`src/rtl/muldiv_pkg.sv`:
```
// rtl/muldiv_pkg.sv - shared types and constants for the iterative multiply/divide sequencer
//
// Purpose: state encoding, op field encodings and the default operand width
// shared by muldiv_seq and muldiv_dp.
// Ports: none (package).
// Optional feature macro: MULDIV_SIGNED_EN (consumed by muldiv_dp).

package muldiv_pkg;

    typedef enum logic [1:0] {
        IDLE = 2'd0,
        RUN  = 2'd1,
        DONE = 2'd2
    } state_t;

    // op[0] selects the operation, op[OP_SIGNED] selects two's-complement mode
    localparam logic OP_MUL        = 1'b0;
    localparam logic OP_DIV        = 1'b1;
    localparam int   OP_SIGNED     = 1;

    localparam int   DEFAULT_WIDTH = 16;

endpackage

```
`src/rtl/muldiv_dp.sv`:
```
// rtl/muldiv_dp.sv - shift registers, shared adder/subtractor and sign fix-up for muldiv_seq
//
// Purpose: datapath of the iterative multiplier/divider. One (WIDTH+2)-bit
// adder is time-shared: it adds the multiplicand during MUL and
// trial-subtracts the divisor during DIV.
// Ports:
//   clk, rst          clock, asynchronous active-high reset
//   load              capture op and operands (magnitudes in signed mode)
//   iterate           perform one shift-add / restoring-divide step
//   finish            final iteration: load fixed-up result into res_hi/res_lo
//   op                op[0] MUL/DIV, op[1] signed select (MULDIV_SIGNED_EN only)
//   operando1/2       multiplicand/dividend, multiplier/divisor
//   res_hi, res_lo    MUL: product high/low. DIV: remainder/quotient
// Optional feature macro: MULDIV_SIGNED_EN enables two's-complement operation.

module muldiv_dp
    import muldiv_pkg::*;
#(
    parameter int WIDTH = DEFAULT_WIDTH
) (
    input  logic             clk,
    input  logic             rst,
    input  logic             load,
    input  logic             iterate,
    input  logic             finish,
    input  logic [1:0]       op,
    input  logic [WIDTH-1:0] operando1,
    input  logic [WIDTH-1:0] operando2,
    output logic [WIDTH-1:0] res_hi,
    output logic [WIDTH-1:0] res_lo
);

    localparam int AW = WIDTH + 2;

    logic             op_div_r;
    logic [WIDTH-1:0] a_r;      // multiplicand (MUL) or divisor (DIV)
    logic [WIDTH-1:0] acc_r;    // product high half (MUL) or partial remainder (DIV)
    logic [WIDTH-1:0] q_r;      // multiplier shifting out (MUL) or quotient shifting in (DIV)

    logic             is_mul;
    logic [WIDTH-1:0] mag1;
    logic [WIDTH-1:0] mag2;
    logic [AW-1:0]    add_x;
    logic [AW-1:0]    add_y;
    logic [AW-1:0]    sum;
    logic [WIDTH-1:0] acc_nxt;
    logic [WIDTH-1:0] q_nxt;
    logic [WIDTH-1:0] fix_hi;
    logic [WIDTH-1:0] fix_lo;

    assign is_mul = (op_div_r == OP_MUL);

`ifdef MULDIV_SIGNED_EN
    logic             neg1_r;   // operando1 was negative in signed mode
    logic             neg2_r;   // operando2 was negative in signed mode
    logic             zero2_r;  // divisor was zero: quotient stays all-ones
    logic             sgn;
    logic [2*WIDTH-1:0] prod;

    assign sgn  = op[OP_SIGNED];
    assign mag1 = (sgn && operando1[WIDTH-1]) ? -operando1 : operando1;
    assign mag2 = (sgn && operando2[WIDTH-1]) ? -operando2 : operando2;

    always_comb begin
        prod   = {acc_nxt, q_nxt};
        fix_hi = acc_nxt;
        fix_lo = q_nxt;
        if (is_mul) begin
            if (neg1_r ^ neg2_r) begin
                prod = -prod;
            end
            fix_hi = prod[2*WIDTH-1:WIDTH];
            fix_lo = prod[WIDTH-1:0];
        end else begin
            // remainder follows the dividend sign; quotient truncates toward zero
            if (neg1_r) begin
                fix_hi = -acc_nxt;
            end
            if ((neg1_r ^ neg2_r) && !zero2_r) begin
                fix_lo = -q_nxt;
            end
        end
    end
`else
    logic unused_sign_sel;

    assign unused_sign_sel = op[OP_SIGNED];
    assign mag1   = operando1;
    assign mag2   = operando2;
    assign fix_hi = acc_nxt;
    assign fix_lo = q_nxt;
`endif

    // Shared adder: MUL adds the multiplicand to the high half; DIV subtracts the
    // divisor from the remainder shifted left with the next dividend bit.
    always_comb begin
        if (is_mul) begin
            add_x = {2'b00, acc_r};
            add_y = {2'b00, a_r};
        end else begin
            add_x = {1'b0, acc_r, q_r[WIDTH-1]};
            add_y = ~{2'b00, a_r};
        end
        sum = add_x + add_y + {{(AW-1){1'b0}}, ~is_mul};
    end

    always_comb begin
        acc_nxt = acc_r;
        q_nxt   = q_r;
        if (is_mul) begin
            if (q_r[0]) begin
                {acc_nxt, q_nxt} = {sum[WIDTH:0], q_r[WIDTH-1:1]};
            end else begin
                {acc_nxt, q_nxt} = {1'b0, acc_r, q_r[WIDTH-1:1]};
            end
        end else if (!sum[AW-1]) begin
            // trial subtraction non-negative: keep it and set the quotient bit
            acc_nxt = sum[WIDTH-1:0];
            q_nxt   = {q_r[WIDTH-2:0], 1'b1};
        end else begin
            acc_nxt = {acc_r[WIDTH-2:0], q_r[WIDTH-1]};
            q_nxt   = {q_r[WIDTH-2:0], 1'b0};
        end
    end

    always_ff @(posedge clk or posedge rst) begin
        if (rst) begin
            op_div_r <= 1'b0;
            a_r      <= '0;
            acc_r    <= '0;
            q_r      <= '0;
            res_hi   <= '0;
            res_lo   <= '0;
`ifdef MULDIV_SIGNED_EN
            neg1_r   <= 1'b0;
            neg2_r   <= 1'b0;
            zero2_r  <= 1'b0;
`endif
        end else begin
            if (load) begin
                op_div_r <= op[0];
                acc_r    <= '0;
                if (op[0] == OP_DIV) begin
                    a_r <= mag2;
                    q_r <= mag1;
                end else begin
                    a_r <= mag1;
                    q_r <= mag2;
                end
`ifdef MULDIV_SIGNED_EN
                neg1_r  <= sgn & operando1[WIDTH-1];
                neg2_r  <= sgn & operando2[WIDTH-1];
                zero2_r <= (operando2 == '0);
`endif
            end else if (iterate) begin
                acc_r <= acc_nxt;
                q_r   <= q_nxt;
            end
            if (finish) begin
                res_hi <= fix_hi;
                res_lo <= fix_lo;
            end
        end
    end

endmodule

```
`src/rtl/muldiv_seq.sv`:
```
// rtl/muldiv_seq.sv - iterative multiply/divide sequencer (FSM, counter, handshake)
//
// Purpose: accepts a MUL/DIV request, runs WIDTH iterations on muldiv_dp and
// pulses done with the result on resH/resL. stall holds the PC from the
// accepting cycle through the last RUN cycle.
// Ports:
//   CLOCK_50             system clock, rising edge
//   reset                asynchronous active-high reset
//   start                request pulse, accepted in IDLE or DONE
//   op                   op[0] 0=MUL 1=DIV, op[1] signed select
//   operando1/operando2  operands, sampled on the accepting edge
//   busy                 high while in RUN
//   done                 one-cycle pulse, results valid
//   stall                combinational (start & accept) | busy
//   resH/resL            MUL: product high/low. DIV: remainder/quotient
// Optional feature macro: MULDIV_SIGNED_EN (signed operation, in muldiv_dp).

module muldiv_seq
    import muldiv_pkg::*;
#(
    parameter int WIDTH = DEFAULT_WIDTH
) (
    input  logic             CLOCK_50,
    input  logic             reset,
    input  logic             start,
    input  logic [1:0]       op,
    input  logic [WIDTH-1:0] operando1,
    input  logic [WIDTH-1:0] operando2,
    output logic             busy,
    output logic             done,
    output logic             stall,
    output logic [WIDTH-1:0] resH,
    output logic [WIDTH-1:0] resL
);

    localparam int CNT_W = $clog2(WIDTH) + 1;

    state_t           state;
    logic [CNT_W-1:0] cnt;
    logic             accept;
    logic             load;
    logic             iterate;
    logic             finish;

    assign accept  = (state == IDLE) || (state == DONE);
    assign load    = start & accept;
    assign iterate = (state == RUN);
    assign finish  = iterate && (cnt == CNT_W'(1));
    // combinational so the PC is already held on the accepting edge
    assign stall   = load | busy;

    always_ff @(posedge CLOCK_50 or posedge reset) begin
        if (reset) begin
            state <= IDLE;
            cnt   <= '0;
            busy  <= 1'b0;
            done  <= 1'b0;
        end else begin
            case (state)
                IDLE, DONE: begin
                    done <= 1'b0;
                    if (start) begin
                        state <= RUN;
                        cnt   <= CNT_W'(WIDTH);
                        busy  <= 1'b1;
                    end else begin
                        state <= IDLE;
                    end
                end
                RUN: begin
                    cnt <= cnt - CNT_W'(1);
                    if (cnt == CNT_W'(1)) begin
                        state <= DONE;
                        busy  <= 1'b0;
                        done  <= 1'b1;
                    end
                end
                default: begin
                    state <= IDLE;
                    busy  <= 1'b0;
                    done  <= 1'b0;
                end
            endcase
        end
    end

    muldiv_dp #(
        .WIDTH(WIDTH)
    ) u_dp (
        .clk      (CLOCK_50),
        .rst      (reset),
        .load     (load),
        .iterate  (iterate),
        .finish   (finish),
        .op       (op),
        .operando1(operando1),
        .operando2(operando2),
        .res_hi   (resH),
        .res_lo   (resL)
    );

endmodule

```
`config.mk`:
```
export PLATFORM = sky130hd
export DESIGN_NAME = muldiv_seq
export DESIGN_NICKNAME = d
export VERILOG_FILES = /design/src/rtl/muldiv_pkg.sv /design/src/rtl/muldiv_dp.sv /design/src/rtl/muldiv_seq.sv
export SDC_FILE = /design/constraint.sdc
export NUM_CORES = 1
export LEC_CHECK = 0
export CAP_MARGIN = 10
export CORE_MARGIN = 5
export CORE_UTILIZATION = 50
export DETAILED_ROUTE_END_ITERATION = 16
export MAX_ROUTING_LAYER = met4
export PLACE_DENSITY_LB_ADDON = 0.2
export SYNTH_ARGS = -nofsm -noshare
export SYNTH_HDL_FRONTEND = slang
export SYNTH_HIERARCHICAL = 1
export SYNTH_SLANG_ARGS = --single-unit
```
`constraint.sdc`:
```
create_clock -name CLOCK_50 -period 4 [get_ports CLOCK_50]
set_input_delay 0.8 -clock CLOCK_50 [delete_from_list [all_inputs] [get_ports CLOCK_50]]
set_output_delay 0.8 -clock CLOCK_50 [all_outputs]
set_load 0.05 [all_outputs]
```
== After elaboration in Yosys (flattened, before gate mapping) ==
Index checks and enable logic that the tools add are counted.

* Logic and storage cells: 53
* Output and inout bits: 35
* Flip-flop bits (word level): 90
* Input bits: 37

* Muxes and demuxes: 24
* Add/sub/neg operators: 3
* Reductions and logical operators: 8
* Bitwise logic cells: 3
* Equal/unequal tests: 5

{| class="wikitable"
|+ Operator list
! cell !! number
|-
| $mux 16 || 11
|-
| $add 17x18->18 || 1
|-
| $add 18x1->18 || 1
|-
| $mux 18 || 1
|-
| $not 16->18 || 1
|-
| $mux 17 || 1
|-
| $pmux 5 s2 || 1
|-
| $mux 1 || 6
|-
| $eq 5x1->1 const B || 1
|-
| $mux 5 || 1
|-
| $sub 5x1->5 const B || 1
|-
| $pmux 2 s2 || 1
|-
| $reduce_and 2->1 || 2
|-
| $reduce_bool 2->1 || 2
|-
| $eq 2x1->1 const B || 1
|-
| $eq 2x2->1 const B || 1
|-
| $logic_not 2->1 || 1
|-
| $mux 2 || 1
|-
| $ne 2x1->1 const B || 1
|-
| $ne 2x2->1 const B || 1
|-
| $pmux 1 s2 || 1
|-
| $reduce_or 2->1 || 1
|-
| $and 1x1->1 || 1
|-
| $logic_and 1x1->1 || 1
|-
| other kinds (2) || 2
|}

== Logic depth before layout (Yosys ltp) ==
* Depth after elaboration: 8
* Mapped depth: 14
* Depth with buffers taken out: 10

== Cells and area by module ==
Netlist, hierarchy kept.

{| class="wikitable"
|+ By module, submodules not included
! module !! cells each !! area an instance (µm²) !! instances !! sequential area each (µm²)
|-
| muldiv_dp || 631 || 5408.9 || 1 || 2026.9
|-
| muldiv_seq || 39 || 416.6 || 1 || 200.2
|}

== Worst setup path before layout ==
Ideal clock, no wire load.

* Path type: flip-flop to flip-flop
* Start: reg u_dp.op_div_r
* End: reg u_dp.acc_r[1]
* Arrival: 3.694 ns
* Path slack: 0.164 ns
* Path buffers: 5
* Period minus slack after synthesis: 3.836 ns
* Cell stages (with the launch flop): 14
* Library setup time: 0.142 ns
* Data required time: 3.858 ns
* Cells stage by stage: dfrtp_1 clkbuf_1 clkbuf_1 clkbuf_1 mux2_2 ha_1 clkbuf_1 nand2_1 or4_1 a211oi_2 buf_4 o21ai_0 a221oi_1 a211oi_1

* Word-level cells in the longest chain between the ends: 7
* Elaborated cells on any way between the ends: 9
* Those cells by class: add/sub (2); mux (7)

{| class="wikitable"
|+ RTL lines
! what !! RTL line !! text
|-
| start: declaration || muldiv_dp.sv:35 || <nowiki>logic op_div_r;</nowiki>
|-
| start signal: assignment || muldiv_dp.sv:141 || <nowiki>op_div_r <= op[0];</nowiki>
|-
| $mux 17 or $mux 18 (tied branches) || muldiv_dp.sv:97 || <nowiki>if (is_mul) begin</nowiki>
|-
| $add 17x18->18 || muldiv_dp.sv:104 || <nowiki>sum = add_x + add_y + {{(AW-1){1'b0}}, ~is_mul};</nowiki>
|-
| $add 18x1->18 || muldiv_dp.sv:104 ||
|-
| $mux 16, on equally long branches || muldiv_dp.sv:111, muldiv_dp.sv:116 ||
|-
| $mux 16 * || muldiv_dp.sv:110 || <nowiki>if (is_mul) begin</nowiki>
|-
| $mux 16 * || muldiv_dp.sv:155 || <nowiki>end else if (iterate) begin</nowiki>
|-
| $mux 16 * || muldiv_dp.sv:140 || <nowiki>if (load) begin</nowiki>
|-
| end signal: assignment || muldiv_dp.sv:156 || <nowiki>acc_r <= acc_nxt;</nowiki>
|-
| end: declaration || muldiv_dp.sv:37 || <nowiki>logic [WIDTH-1:0] acc_r;</nowiki>
|}

Mark *: on every way between the ends. The rest lies on a longest branch, timed or not. The select of a mux whose other input is x is not followed.
A chain may end at the register's enable or synchronous reset.

== Worst setup path after layout ==
* Start: reg u_dp.op_div_r
* End: reg u_dp.acc_r[11]

The elaborated chain is that of the path after synthesis.

==> impl_metrics.ini <==
[synthesis]
yosysWarnings = 6
yosys_most_used_dff = dfrtp_1
post-synth-top-count-cell = nor2_1
synth_area_mm2 = 0.00583
ys_async_sr_fraction_pct = 100
seq_area_frac_synth_pct = 38.2
netlist_top_cells_count = nor2_1, a21oi_1, dfrtp_1
synth.area.top_cells = dfrtp_1, mux2i_1, a21oi_1, nor2_1, ha_1
ys_ff_latch = 89
syn_area_per_cell_um2 = 8.69
synth_edf_count = 0
ys_types = 63
synth_cells = 670
synth_top_area_share_pct = 38.2
synth_nets = 725
yosys.area.top_type = dfrtp_1

[critical_path]
cp_max_fo = 23
path_class = register to register
startpoint_type = register
crit_path_end_kind = register
required_ns = 4.19
arrival_ns = 3.94

[die]
boundaryPins = 72
dieArea_mm2 = 0.0139
initial_core_util_pct = 51.0
die_w_um = 118
core_area_mm2 = 0.0114
chipHeight_um = 118
rows = 39

[sta]
setup-violations-final = 0
worst_pin_slew_ns = 0.900
slew_violations = 0
hold_viol_final = 0
final.setup.tns_ns = 0
relSlewSlack_pct = 40.0
timing.final.crit_share_pct = 93.6
clock.fmax_mhz = 267
min_period_ns = 3.74
rsz0062_at_grt = false
finalClockSkew_ns = 0.00509

[placed_design]
hpwl_um = 11700
gp_congestion = 0.945
port_buffers = 70

[cells_and_area]
drive_above_1_share_pct = 9.09
nets = 776
fill_cells = 1029
antennaDiodeCount = 0
syn_to_final_growth_pct = 19.4

[clocking]
cts_sinks = 89
clk_latency_ns = 0.35
cts_buffer_depth = 2
numCtsBuffers = 9
root_buffer = clkbuf_16
htree_levels = 3
cts_tree = yes
hold_buffers = 0
post_cts_buffers = 0
clk_pin_slew_ns = 0.06

[grt]
antenna_found_initial = 0
grt_pass1_vias = 4972
overflow = 0
grtUsageTotal_pct = 23.6
grt_max_degree = 65
grt_pass1_wl_um = 26100

[routing]
viasPerCell = 5.93
vias = 5149
totalWireLength_um = 15500
drt-initial-drc-count = 451
drc = 0
wire_per_inst_um = 17.8
postRouteAntennaNets = 0
drt_pre_antenna_iters = 5

[run]
cap_violations = 0

[hold_path]
hold_path_class = register to register

[status]
status = finished clean
==> kinds of logic after synthesis <==
family | after synthesis | share of synthesized area (%)
buffers and inverters | 67 | 4.70
adder cells (fa/ha/maj) | 18 | 3.99
XOR/XNOR | 25 | 3.76
AO/OA/AOI/OAI | 201 | 21.8
flip-flops | 89 | 38.2
multiplexers | 66 | 11.7
AND/OR/NAND/NOR | 204 | 15.9
==> metrics by stage <==
step	cell area, um2	std cells	worst slack [ns]	hold WS, ns	util [%]
after global placement	6630	853	0.346	0.481	58.1
after floorplan	5830	670	0.164	0.468	-
final	6950	869	0.256	0.500	60.9
after CTS	6950	869	0.250	0.507	60.9
after detailed placement	6630	853	0.267	0.498	58.1
after global routing	6950	869	0.0219	0.540	60.9
==> path summary, 6_finish.rpt <==
| check | startpoint | end | slack [ns] | cells past startpoint |
|---|---|---|---|---|
| max | u_dp/op_div_r$_DFFE_PP0P_ | u_dp/acc_r[11]$_DFFE_PP0P_ | 0.26 | 10 |
| min | cnt[4]$_DFFE_PP0P_ | cnt[4]$_DFFE_PP0P_ | 0.50 | 1 |
| max reg2reg | u_dp/op_div_r$_DFFE_PP0P_ | u_dp/acc_r[11]$_DFFE_PP0P_ | 0.26 | 10 |
| min reg2reg | cnt[4]$_DFFE_PP0P_ | cnt[4]$_DFFE_PP0P_ | 0.50 | 1 |
| max in group asynchronous | reset | u_dp/res_hi[3]$_DFFE_PP0P_ | 2.31 | 3 |
| min in group asynchronous | reset | cnt[3]$_DFFE_PP0P_ | 0.77 | 2 |
==> placed cells by master, fill, tap and decap left out, types with 5 or more instances in the layout <==
master,count
mux2i_1,51
clkbuf_16,9
clkdlybuf4s50_1,69
o21ai_0,24
or3_1,5
nand3_1,11
nor3_1,7
inv_1,18
xor2_1,20
nand2_1,37
a221oi_1,8
ha_1,17
a211oi_1,25
xnor2_1,5
buf_4,16
a21oi_1,94
mux2_2,15
nor2_1,114
a31oi_1,7
dfrtp_1,88
==> sequential cells by signal, indices dropped and copies added (netlist names), 5 cells and up <==
| signal | cells |
|---|---|
| cnt | 5 |
| u_dp/acc_r | 16 |
| u_dp/q_r | 16 |
| u_dp/res_lo | 16 |
| u_dp/res_hi | 16 |
| u_dp/a_r | 16 |
==> layer usage <==
layer  wire length [um]  vias to the layer above  share of wire (%)  global-route usage [%]
met5                  0                        -                  0                       -
met4                235                        0                1.5                    6.95
met3                860                       17                5.6                    4.28
met2               7230                      167                 47                    36.4
met1               7120                     2451                 46                    32.0
li1                   -                     2514                  -                       -
==> worst max-delay path: stages, from the launching register on <==
cell	delay [ns]
dfrtp_2	0.64
buf_6	0.31
xor2_1	0.17
ha_1	0.30
a21oi_1	0.58
nor3_1	0.14
or3_1	0.36
or2_2	0.31
xor2_1	0.15
a211oi_1	0.47
a211oi_1	0.15
==> cell type report <==
type / count / area [um2] / area share, %
multi-input combinational: 514 / 3330 / 47.8
sequential: 89 / 2230 / 32.0
inverter: 20 / 76.3 / 1.10
timing repair buffer: 87 / 827 / 11.9
clock buffer: 13 / 270 / 3.89
tap: 143 / 179 / 2.57
clock inverter: 3 / 46.3 / 0.666
==> repair_timing <==
action,4_1_cts,5_1_grt
endpoints found under the hold margin,0,0
endpoints found under the setup margin,0,4
gates resized for setup,0,1
Power is left out: the tool's default activity adds up to more than one toggle a clock period on the data nets, which glitch-free logic cannot reach.
